`config.mk`:
```
export PLATFORM = sky130hd
export DESIGN_NAME = audio_frame_scheduler
export DESIGN_NICKNAME = d
export VERILOG_FILES = /design/src/rtl/llac_sched_pkg.sv /design/src/rtl/pos_edge_det.sv /design/src/rtl/sched_rr_arbiter.sv /design/src/rtl/audio_frame_scheduler.sv
export SDC_FILE = /design/constraint.sdc
export NUM_CORES = 1
export LEC_CHECK = 0
export CAP_MARGIN = 20
export CORE_MARGIN = 2
export CORE_UTILIZATION = 45
export DETAILED_ROUTE_END_ITERATION = 12
export GPL_ROUTABILITY_DRIVEN = 0
export PLACE_DENSITY = 0.74
export SKIP_CTS_REPAIR_TIMING = 1
export SLEW_MARGIN = 20
export SYNTH_ARGS = -nofsm -noshare
export SYNTH_HDL_FRONTEND = slang
export SYNTH_SLANG_ARGS = --single-unit
```
`constraint.sdc`:
```
create_clock -name sys_clk -period 3.3 [get_ports sys_clk]
set_clock_uncertainty 0.15 [all_clocks]
set_input_delay 0.66 -clock sys_clk [delete_from_list [all_inputs] [get_ports sys_clk]]
set_output_delay 0.66 -clock sys_clk [all_outputs]
set_load 0.01 [all_outputs]
```
`src/rtl/llac_sched_pkg.sv`:
```
// Shared types and width helpers for the audio frame scheduler.
package llac_sched_pkg;

  typedef enum logic [1:0] {
    WAIT_READY = 2'd0,
    SERVE      = 2'd1,
    ADVANCE    = 2'd2,
    SETTLE     = 2'd3
  } sched_state_e;

  localparam int unsigned DEFAULT_TIMEOUT_CYCLES = 1024;
  localparam int unsigned DEFAULT_NUM_REQ        = 4;
  localparam int unsigned DEFAULT_SEQ_W          = 8;
  localparam int unsigned DEFAULT_CNT_W          = 16;

  // Round-robin pointer width; never narrower than one bit.
  function automatic int unsigned ptr_width(input int unsigned n);
    return (n > 1) ? $clog2(n) : 1;
  endfunction

  // Serve-timer width; must be able to hold the timeout value itself.
  function automatic int unsigned timer_width(input int unsigned t);
    return $clog2(t + 1);
  endfunction

endpackage

```
`src/rtl/pos_edge_det.sv`:
```
// Common rising-edge detector: registered previous value, combinational pulse.
// Only the statistics build (LLAC_SCHED_STATS_EN) instantiates it.
`ifdef LLAC_SCHED_STATS_EN
module pos_edge_det (
  input  logic clk,
  input  logic rst_n,
  input  logic sig_in,
  output logic rise_pulse
);

  logic sig_q;

  // Remember last cycle's level.
  always_ff @(posedge clk or negedge rst_n) begin
    if (!rst_n) sig_q <= 1'b0;
    else        sig_q <= sig_in;
  end

  assign rise_pulse = sig_in & ~sig_q;

endmodule
`endif

```
`src/rtl/sched_rr_arbiter.sv`:
```
// Combinational round-robin arbiter: first set request at or above the
// pointer, wrapping around; returns a one-hot winner and an any-valid flag.
module sched_rr_arbiter
  import llac_sched_pkg::*;
#(
  parameter int unsigned NUM_REQ = DEFAULT_NUM_REQ,
  localparam int unsigned PTR_W  = ptr_width(NUM_REQ)
) (
  input  logic [NUM_REQ-1:0] req_vec,
  input  logic [PTR_W-1:0]   pointer,
  output logic [NUM_REQ-1:0] winner,
  output logic               any_valid
);

  logic [PTR_W-1:0] idx;

  // Scan from the pointer upward with wrap; the first hit wins.
  always_comb begin
    winner    = '0;
    any_valid = 1'b0;
    idx       = '0;
    for (int unsigned k = 0; k < NUM_REQ; k++) begin
      idx = PTR_W'((32'(pointer) + k) % NUM_REQ);
      if (!any_valid && req_vec[idx]) begin
        winner[idx] = 1'b1;
        any_valid   = 1'b1;
      end
    end
  end

endmodule

```
`src/rtl/audio_frame_scheduler.sv`:
```
// Consumer-side sequencer for the multichannel audio input FIFO.
// Waits for a complete frame, hands it round-robin to the DSP engines, then
// pulses an advance request. Optional statistics counters are built only
// when LLAC_SCHED_STATS_EN is defined; otherwise the counts read as zero.
module audio_frame_scheduler
  import llac_sched_pkg::*;
#(
  parameter int unsigned NUM_REQ        = DEFAULT_NUM_REQ,
  parameter int unsigned TIMEOUT_CYCLES = DEFAULT_TIMEOUT_CYCLES,
  parameter int unsigned SEQ_W          = DEFAULT_SEQ_W,
  parameter int unsigned CNT_W          = DEFAULT_CNT_W
) (
  input  logic               sys_clk,
  input  logic               sys_rst_n,
  input  logic               buffer_ready,
  input  logic               buffer_full,
  output logic               adv_read_req,
  input  logic [NUM_REQ-1:0] enable_mask,
  input  logic [NUM_REQ-1:0] req,
  input  logic [NUM_REQ-1:0] done,
  output logic [NUM_REQ-1:0] grant,
  output logic               frame_valid,
  output logic [SEQ_W-1:0]   frame_seq,
  output logic               timeout_flag,
  input  logic               clr_flags,
  output logic [CNT_W-1:0]   timeout_count,
  output logic [CNT_W-1:0]   overrun_count
);

  localparam int unsigned      PTR_W     = ptr_width(NUM_REQ);
  localparam int unsigned      TMR_W     = timer_width(TIMEOUT_CYCLES);
  localparam logic [TMR_W-1:0] TMR_LIMIT = TMR_W'(TIMEOUT_CYCLES);
  localparam logic [PTR_W-1:0] PTR_LAST  = PTR_W'(NUM_REQ - 1);

  sched_state_e       state, state_nx;
  logic [NUM_REQ-1:0] mask_l;
  logic [NUM_REQ-1:0] served;
  logic [NUM_REQ-1:0] grant_r;
  logic [PTR_W-1:0]   ptr;
  logic [TMR_W-1:0]   timer;
  logic [SEQ_W-1:0]   seq;
  logic               tflag;

  logic [NUM_REQ-1:0] arb_req;
  logic [NUM_REQ-1:0] arb_win;
  logic               arb_any;
  logic               all_served;
  logic               timer_hit;
  logic               timeout_evt;
  logic               grant_done;
  logic [PTR_W-1:0]   done_idx;
  logic [PTR_W-1:0]   ptr_after;

  assign arb_req = req & mask_l & ~served;

  sched_rr_arbiter #(
    .NUM_REQ (NUM_REQ)
  ) u_arb (
    .req_vec   (arb_req),
    .pointer   (ptr),
    .winner    (arb_win),
    .any_valid (arb_any)
  );

  assign all_served  = (served == mask_l);
  assign timer_hit   = ((timer + 1'b1) == TMR_LIMIT);
  // Completing the frame on the last allowed cycle counts as a normal finish.
  assign timeout_evt = (state == SERVE) && !all_served && timer_hit;
  assign grant_done  = |(grant_r & done);

  // Index of the engine currently holding the grant.
  always_comb begin
    done_idx = '0;
    for (int unsigned k = 0; k < NUM_REQ; k++) begin
      if (grant_r[k]) done_idx = PTR_W'(k);
    end
  end

  assign ptr_after = (done_idx == PTR_LAST) ? '0 : done_idx + 1'b1;

  // State register.
  always_ff @(posedge sys_clk or negedge sys_rst_n) begin
    if (!sys_rst_n) state <= WAIT_READY;
    else            state <= state_nx;
  end

  // Next-state decode.
  always_comb begin
    state_nx = state;
    case (state)
      WAIT_READY: if (buffer_ready) state_nx = SERVE;
      SERVE:      if (all_served || timer_hit) state_nx = ADVANCE;
      ADVANCE:    state_nx = SETTLE;
      SETTLE:     state_nx = WAIT_READY;
      default:    state_nx = WAIT_READY;
    endcase
  end

  // Frame bookkeeping: mask latch, grants, served set, pointer, timer, sequence.
  always_ff @(posedge sys_clk or negedge sys_rst_n) begin
    if (!sys_rst_n) begin
      mask_l  <= '0;
      served  <= '0;
      grant_r <= '0;
      ptr     <= '0;
      timer   <= '0;
      seq     <= '0;
    end else begin
      case (state)
        WAIT_READY: begin
          if (buffer_ready) begin
            mask_l <= enable_mask;
            served <= '0;
            timer  <= '0;
          end
        end
        SERVE: begin
          timer <= timer + 1'b1;
          // Timeout outranks a coincident done: the grant drops and that
          // engine is not marked served, and the pointer stays put.
          if (timeout_evt) begin
            grant_r <= '0;
          end else if (grant_r != '0) begin
            if (grant_done) begin
              grant_r <= '0;
              served  <= served | grant_r;
              ptr     <= ptr_after;
            end
          end else if (!all_served && arb_any) begin
            grant_r <= arb_win;
          end
        end
        ADVANCE: seq <= seq + 1'b1;
        default: ;
      endcase
    end
  end

  // Sticky timeout flag; clear has priority over a new timeout.
  always_ff @(posedge sys_clk or negedge sys_rst_n) begin
    if (!sys_rst_n)       tflag <= 1'b0;
    else if (clr_flags)   tflag <= 1'b0;
    else if (timeout_evt) tflag <= 1'b1;
  end

`ifdef LLAC_SCHED_STATS_EN
  logic             full_rise;
  logic [CNT_W-1:0] tcnt;
  logic [CNT_W-1:0] ocnt;

  pos_edge_det u_full_edge (
    .clk        (sys_clk),
    .rst_n      (sys_rst_n),
    .sig_in     (buffer_full),
    .rise_pulse (full_rise)
  );

  // Saturating statistics; clear wins over a coincident increment.
  always_ff @(posedge sys_clk or negedge sys_rst_n) begin
    if (!sys_rst_n) begin
      tcnt <= '0;
      ocnt <= '0;
    end else if (clr_flags) begin
      tcnt <= '0;
      ocnt <= '0;
    end else begin
      if (timeout_evt && (tcnt != '1)) tcnt <= tcnt + 1'b1;
      if (full_rise && (ocnt != '1))   ocnt <= ocnt + 1'b1;
    end
  end

  assign timeout_count = tcnt;
  assign overrun_count = ocnt;
`else
  logic unused_buffer_full;
  assign unused_buffer_full = buffer_full;
  assign timeout_count      = '0;
  assign overrun_count      = '0;
`endif

  assign grant        = grant_r;
  assign frame_valid  = (state == SERVE);
  assign adv_read_req = (state == ADVANCE);
  assign frame_seq    = seq;
  assign timeout_flag = tflag;

endmodule
```
# == Word level (Yosys, flattened, before mapping) ==
# Index checks and enable logic that the tools add are counted.
# Widths: inputs -> output; s select.
# word_totals
out_inout_bits,47
reg_bits,36
input_bits,17
# classes
add_sub_neg,6
eq_ne,12
n_bitwise,9
n_reduce_logical,27
mux,44
order_cmp,8
# op_table
cell,n
$mux 4,12
$pmux 11 s2,1
$or 4x4->4,4
$mux 1,15
$and 4x4->4,3
$lt 2x3->1 const B,4
$add 11x1->11 const B,1
$eq 11x11->1 const B,1
$mux 11,1
$logic_and 1x1->1,10
$mux 2,5
$add 8x1->8 const B,1
$bmux 1 s2,4
$demux 1 s2,4
$ge 2x1->1 const B,4
$pmux 2 s4,1
$pmux 4 s2,1
$eq 2x2->1 const B,3
$ne 2x1->1 const B,3
$reduce_and 2->1,3
$reduce_and 5->1,1
$add 2x1->2 const B,2
$add 2x2->2 const B,2
$eq 4x4->1,1
14 further kinds,19

# == Depth between registers and ports, before layout ==
# Gate-level depths: netlist of run 1.
# depth
word_depth,18
depth_mapped,8

# == Hierarchy ==
# A second synthesis of run 1 with hierarchy kept.
# hier_totals
cells_unflattened,298
area_unflattened_um2,2765.2
# modules_own_cells
mod,area_each_um2,cells_each,instances
audio_frame_scheduler,2270.9,236,1
sched_rr_arbiter,494.2,62,1

# == Worst setup path before layout of run 1 ==
# OpenSTA, ideal clock, no wires.
# synth_path
kind,register -> register
startpoint,reg ptr[0]
endpoint,reg grant_r[1] (netlist: grant[1])
arrival_ns,2.120
period_less_slack_ns,2.395
stages_incl_launch_ff,9
setup_slack_ns,0.905
required_ns,3.025
path_cell_list,dfrtp_1 > inv_1 > ha_1 > or4bb_1 > nand3_1 > a21bo_4 > nor2_2 > a221oi_1 > o2bb2ai_1
# synth_via
elab_chain_len,15
elab_cells_between_ends,54
classes_between,add/sub (3); order compare (8); mux (27); bitwise (3); reduce/logical (13)
# synth_lines
item,line_no,text
from (decl),audio_frame_scheduler.sv:39,logic [PTR_W-1:0] ptr;
from (signal assigned),audio_frame_scheduler.sv:127,ptr <= ptr_after;
"parallel branches: the longest is 15 deep, another holds $lt 2x3->1",-,
to (signal assigned),audio_frame_scheduler.sv:130,grant_r <= arb_win;
to (decl),audio_frame_scheduler.sv:38,logic [NUM_REQ-1:0] grant_r;
# Several ways; the timed one is not identified. The select of a mux whose other input is x is not followed.
# A chain may end at the register's enable or synchronous reset.

# == Worst setup path after layout of run 1 ==
# layout_path
startpoint,reg ptr[1]
endpoint,reg grant_r[2] (netlist: grant[2])
# The elaborated chain is that of the path after synthesis.

==> results of run 1 <==
## flip-flops by register name, indices dropped and copies added, names as in the netlist
register and flops:
served 4, ptr 2, mask_l 4, frame_seq 8, grant 4, state 2, timer 11, timeout_flag 1
## through the flow
step           power (uW)  util [%]  instances  hold WS, ns  setup WS, ns
2_1_floorplan        1800         -        303        0.214         0.905
3_3_place_gp         2110      49.7        369        0.308         0.451
3_5_place_dp         2160      49.7        369        0.320         0.397
4_1_cts              2550      51.6        377        0.331         0.647
5_1_grt              2760      51.6        377        0.357         0.411
6_report             2540      51.6        377        0.325         0.652
## placed cells by master (no fill, tap or decap), types with 2 or more instances in the layout
master,count
clkbuf_8,5
mux2_1,2
mux2_2,6
nand4b_1,2
and3_1,3
nand2_1,16
nor4_1,2
buf_4,4
a22o_1,5
or4bb_1,2
nand3b_4,2
xnor2_1,10
a32o_1,2
ha_1,14
dfrtp_1,36
nand4_1,8
inv_1,7
clkdlybuf4s50_1,30
nand2b_1,2
o21ai_0,12
nor2b_1,2
conb_1,32
a21oi_1,14
a221oi_1,4
mux4_2,2
nand3_1,12
o2bb2ai_1,4
and3b_1,2
nor2_1,12
nand3b_1,4
nor3_1,7
mux2i_1,3
xor2_1,3
a22oi_1,2
## logic make-up after synthesis
kind of cell | after synthesis | share of synthesized area, %
compound gates | 63 | 17.6
xor+xnor | 13 | 4.27
fa+ha+maj | 14 | 6.57
buf+inv | 50 | 12.8
flops | 36 | 33.8
mux | 13 | 6.19
other cells | 1 | 0.141
simple gates | 82 | 18.7
## area by class of cell
| type | count | area [um^2] |
|---|---|---|
| Clock buffer | 5 | 68.8 |
| Clock inverter | 3 | 42.5 |
| Fill cell | 561 | 2810 |
| Inverter | 7 | 26.3 |
| Multi-Input combinational cell | 217 | 1540 |
| Sequential cell | 36 | 901 |
| Tap cell | 75 | 93.8 |
| Timing Repair Buffer | 34 | 330 |
## where the power goes
group	switching [uW]	internal, uW	total (uW)	leakage [uW]
clock	165	224	389	0.0000541
combinational	671	639	1310	0.000776
sequential	238	603	841	0.000469
total	1070	1470	2540	0.00130
## worst paths after layout
kind	startpoint	to	slack, ns	depth (start not counted)
max	ptr[1]	grant[2]	0.65	8
min	frame_seq[7]	frame_seq[7]	0.32	1
max reg2reg	ptr[1]	grant[2]	0.65	8
min reg2reg	frame_seq[7]	frame_seq[7]	0.32	1
max in group asynchronous	sys_rst_n	timer[1]	2.03	2
min in group asynchronous	sys_rst_n	frame_seq[6]	0.65	2
## metal layers
| metal | track usage [%] | wire [um] |
|---|---|---|
| met4 | 5.93 | 89 |
| met2 | 25.2 | 2300 |
| met3 | 3.33 | 285 |
| met5 | 0 | 0 |
| met1 | 24.4 | 2520 |
## cell usage after synthesis, types with 5 or more instances
cell,instances,area [um^2]
ha_1,14,175
mux2_2,6,67.6
nand4_1,8,50.1
nand3_1,12,60.1
a21oi_1,14,70.1
xnor2_1,10,87.6
nor2_1,12,45.0
o21ai_0,12,60.1
a22o_1,5,43.8
nand2_1,16,60.1
dfrtp_1,36,901
buf_4,32,240
nor3_1,7,35.0
inv_1,7,26.3
==> impl_metrics.csv, run 1 <==
group,metric,value,unit
finish,final_nets,332,
cts,cts_sinks,36,
floorplanning,io_pins,64,
floorplanning,initial_core_util,45.8,%
timing,maxSlewViolCount,0,
finish,final_layout_size_suffix_gt1_share,11.6,%
finish,diodes,0,
setup_path,slowest_stage,"or4bb_1",
logic_synthesis,synth_top_flop_cell,"dfrtp_1",
pwr,ir_drop,0.000488,V
timing,hold_viol,0,
pwr,power_density,846,nW/um^2
setup_path,worst_ep_arrival_time,2.71,ns
floorplanning,coreArea,5820,um^2
timing,worst_pin_slew,0.729,ns
setup_path,critPathMaxStageDelay,0.54,ns
setup_path,crit_required,3.36,ns
routing,vias_per_cell,5.36,
cts,clk_pin_slew_worst_paths,0.07,ns
setup_path,worst_setup_path_end_kind,"flop",
setup_path,startpoint_type,"flop",
place,dp_hpwl,3800,um
timing,setup_viol_count_final,0,
timing,rsz0062_at_grt,"false",
logic_synthesis,synth_cell_type_count,61,
global_route,grt_pass1_vias,1809,
cts,cts_buffer_depth,2,
run,maxCapViolCount,0,
floorplanning,fp.dieH,81.0,um
setup_path,path_cells,"inv_1 -> ha_1 -> or4bb_1 -> a21oi_1 -> o21ai_0 -> a21oi_1 -> a221oi_1 -> o2bb2ai_1",
logic_synthesis,ys_seq_area_share,33.8,%
logic_synthesis,avgSynthCellArea,9.80,um^2
logic_synthesis,ys_warn_count,0,
logic_synthesis,syn_area,2670,um^2
routing,drt_first_pass_iters,4,
cts,worstSkewPairLatency,0.29,ns
setup_path,crit_buf_inv,1,
logic_synthesis,synthArstFlopShare,100,%
timing,finalCritPeriodShare,80.3,%
global_route,grt_max_degree,37,
outcome,outcome,"complete, no violations",
pwr,power_leakage,0.00130,uW
cts,cts_max_level,2,
routing,remaining_drc_errors,0,
finish,design_area,3000,um^2
global_route,antenna_found_initial,0,
floorplanning,rows,28,
timing,fin_setup_tns,0,ns
global_route,gr-total-overflow,0,
setup_path,crit_fanout,8,
cts,clockRootBuffer,"clkbuf_8",
logic_synthesis,synth_edf_count,0,
timing,max_freq,378,MHz
routing,finalWirelength,5200,um
routing,drtIter0Drc,157,
hold_path,min_path_type,"reg -> reg",
floorplanning,die_area,6560,um^2
setup_path,worstSetupPathType,"reg -> reg",
timing,maxSlewHeadroom,51.1,%
logic_synthesis,netlist_instances,272,
setup_path,cpMostUsedCell,"a21oi_1",
global_route,track_usage,16.9,%
finish,area_growth,12.6,%
timing,fin_crit,2.65,ns
routing,vias,2020,
routing,antenna_left,0,
cts,numCtsBuffers,5,
logic_synthesis,ys_ff_latch,36,
cts,cts_tree,"yes",
routing,wl_per_cell,13.8,um
global_route,grt_pass1_wl,8680,um
setup_path,cp_top_family,"compound AO/OA/AOI/OAI gates",
floorplanning,die_w,81.0,um
place,io_buffers,30,
place,placed_area,2890,um^2
Note: power is estimated with default switching activity, not from simulation.
==> run 2, diff against run 1 <==
Settings changed: PLACE_DENSITY 0.74 to 0.76.
Clock period 3.3 ns to 2.15 ns, I/O delays scaled along.
==> impl_metrics.csv, run 2 (synthesis gave the netlist of run 1 again) <==
group,metric,value,unit
global_route,antenna_found_initial,0,
timing,fin_crit,2.25,ns
setup_path,rrSetupSlack,-0.10,ns
global_route,grt_pass1_wl,9260,um
setup_path,crit_fanout,4,
finish,top_register,"timer",
cts,clockRootBuffer,"clkbuf_8",
floorplanning,fp.dieH,81.0,um
global_route,met3_usage,3.56,%
timing,fin_hold_ws,0.326,ns
setup_path,startpoint_type,"flop",
routing,vias_per_cell,5.40,
cts,clk_pin_slew_worst_paths,0.08,ns
routing,vias,2204,
floorplanning,coreArea,5820,um^2
pwr,power_density,1350,nW/um^2
cts,cts_tree,"yes",
cts,numCtsBuffers,5,
timing,maxSlewViolCount,0,
cts,cts_max_level,2,
finish,final_layout_size_suffix_gt1_share,25.2,%
floorplanning,die_w,81.0,um
global_route,grt_max_degree,37,
run,maxCapViolCount,0,
global_route,gr-total-overflow,0,
setup_path,worst_setup_path_end_kind,"flop",
cts,worstSkewPairLatency,0.29,ns
global_route,use_met1,23.4,%
global_route,busiest_layer,"met2",
finish,diodes,0,
timing,finalCritPeriodShare,105,%
timing,rsz0062_at_grt,"true",
place,dp_hpwl,4320,um
outcome,outcome,"complete, but fails checks",
routing,antenna_left,0,
place,numPlacedInstances,399,
global_route,met2_usage,30.7,%
finish,stdcell_count,408,
timing,max_freq,444,MHz
place,io_buffers,30,
timing,setup_viol_count_final,7,
timing,postLayoutSetupSlackWorst,-0.100,ns
pwr,power_leakage,0.00151,uW
routing,finalWirelength,6040,um
timing,hold_viol,0,
routing,drt_first_pass_iters,4,
floorplanning,rows,28,
setup_path,worst_ep_arrival_time,2.26,ns
cts,cts_sinks,36,
floorplanning,die_area,6560,um^2
setup_path,crit_required,2.16,ns
cts,cts_buffer_depth,2,
outcome,violations,"setup timing",
finish,layout_commonest_cell,"dfrtp_1",
setup_path,r2r_end,"grant[3]",
routing,remaining_drc_errors,0,
routing,wl_per_cell,14.8,um
global_route,track_usage,18.2,%
finish,final_nets,363,
hold_path,worstHoldStart,"frame_seq[7]",
setup_path,worstSetupPathType,"reg -> reg",
finish,largest_register_ff_count,11,
hold_path,holdPathStages,1,
routing,drtIter0Drc,193,
pwr,ir_drop,0.000890,V
global_route,grt_pass1_vias,2001,
setup_path,worstRegToRegCells,8,
finish,area_growth,25.9,%
floorplanning,initial_core_util,45.8,%
hold_path,hold_path_end,"frame_seq[7]",
setup_path,crit-reg2reg-launch,"ptr[0]",
hold_path,min_path_type,"reg -> reg",
finish,layout_common_cells,"dfrtp_1, conb_1, buf_4",
floorplanning,io_pins,64,
-- run 2: worst max path at each step --
stage                  start  endpoint  slack (ns)  cells past startpoint
CTS                   ptr[0]  grant[3]       -0.16                      8
global route          ptr[0]  grant[3]       -0.13                      8
floorplan           timer[0]    ptr[0]       -0.11                      8
detailed placement    req[3]  grant[0]       -0.36                      7
global placement      req[3]  grant[1]       -0.31                      7
finish                ptr[0]  grant[3]       -0.10                      8
-- run 2: final cells by class --
class	instances	area [um^2]
tap	75	93.8
inverter	7	26.3
fill	516	2460
sequential	36	905
clock buffer	8	100
timing repair buffer	65	586
multi-input combinational	217	1650
-- run 2: worst max-delay path, cell delays in order (launching register included) --
cell       delay, ns
dfrtp_2         0.41
inv_2           0.08
ha_4            0.21
or4bb_4         0.56
nand3_2         0.10
a21bo_4         0.14
nor2_4          0.05
a221oi_2        0.28
o2bb2ai_1       0.14
-- run 2: power by group --
part	switching (uW)	internal, uW	leakage, uW	total (uW)
Clock	237	293	0.0000515	530
Combinational	1360	1420	0.000994	2780
Sequential	308	931	0.000466	1240
Total	1900	2640	0.00151	4550
-- run 2: routing by layer --
layer / vias to the layer above / share of wire [%]
met3: 6 / 5.2
li1: 1055 / -
met4: 0 / 1.0
met1: 1062 / 42
met5: - / 0
met2: 81 / 52
-- run 2: per-stage QoR --
stage          area, um^2  utilization (%)  setup WS (ns)  setup TNS, ns  power, uW
2_1_floorplan        2810                -         -0.112         -0.389       2810
3_3_place_gp         3150             54.1         -0.315          -1.22       3640
3_5_place_dp         3150             54.1         -0.355          -1.47       3720
4_1_cts              3250             55.8         -0.157         -0.545       4300
5_1_grt              3360             57.7         -0.133          -1.02       4860
6_report             3360             57.7         -0.100         -0.230       4550
==> run 3, diff against run 2 <==
Settings changed: CAP_MARGIN 20 to default.
==> results of run 3 <==
Same layout as run 2: the final DEF is identical, and so are final timing and power.
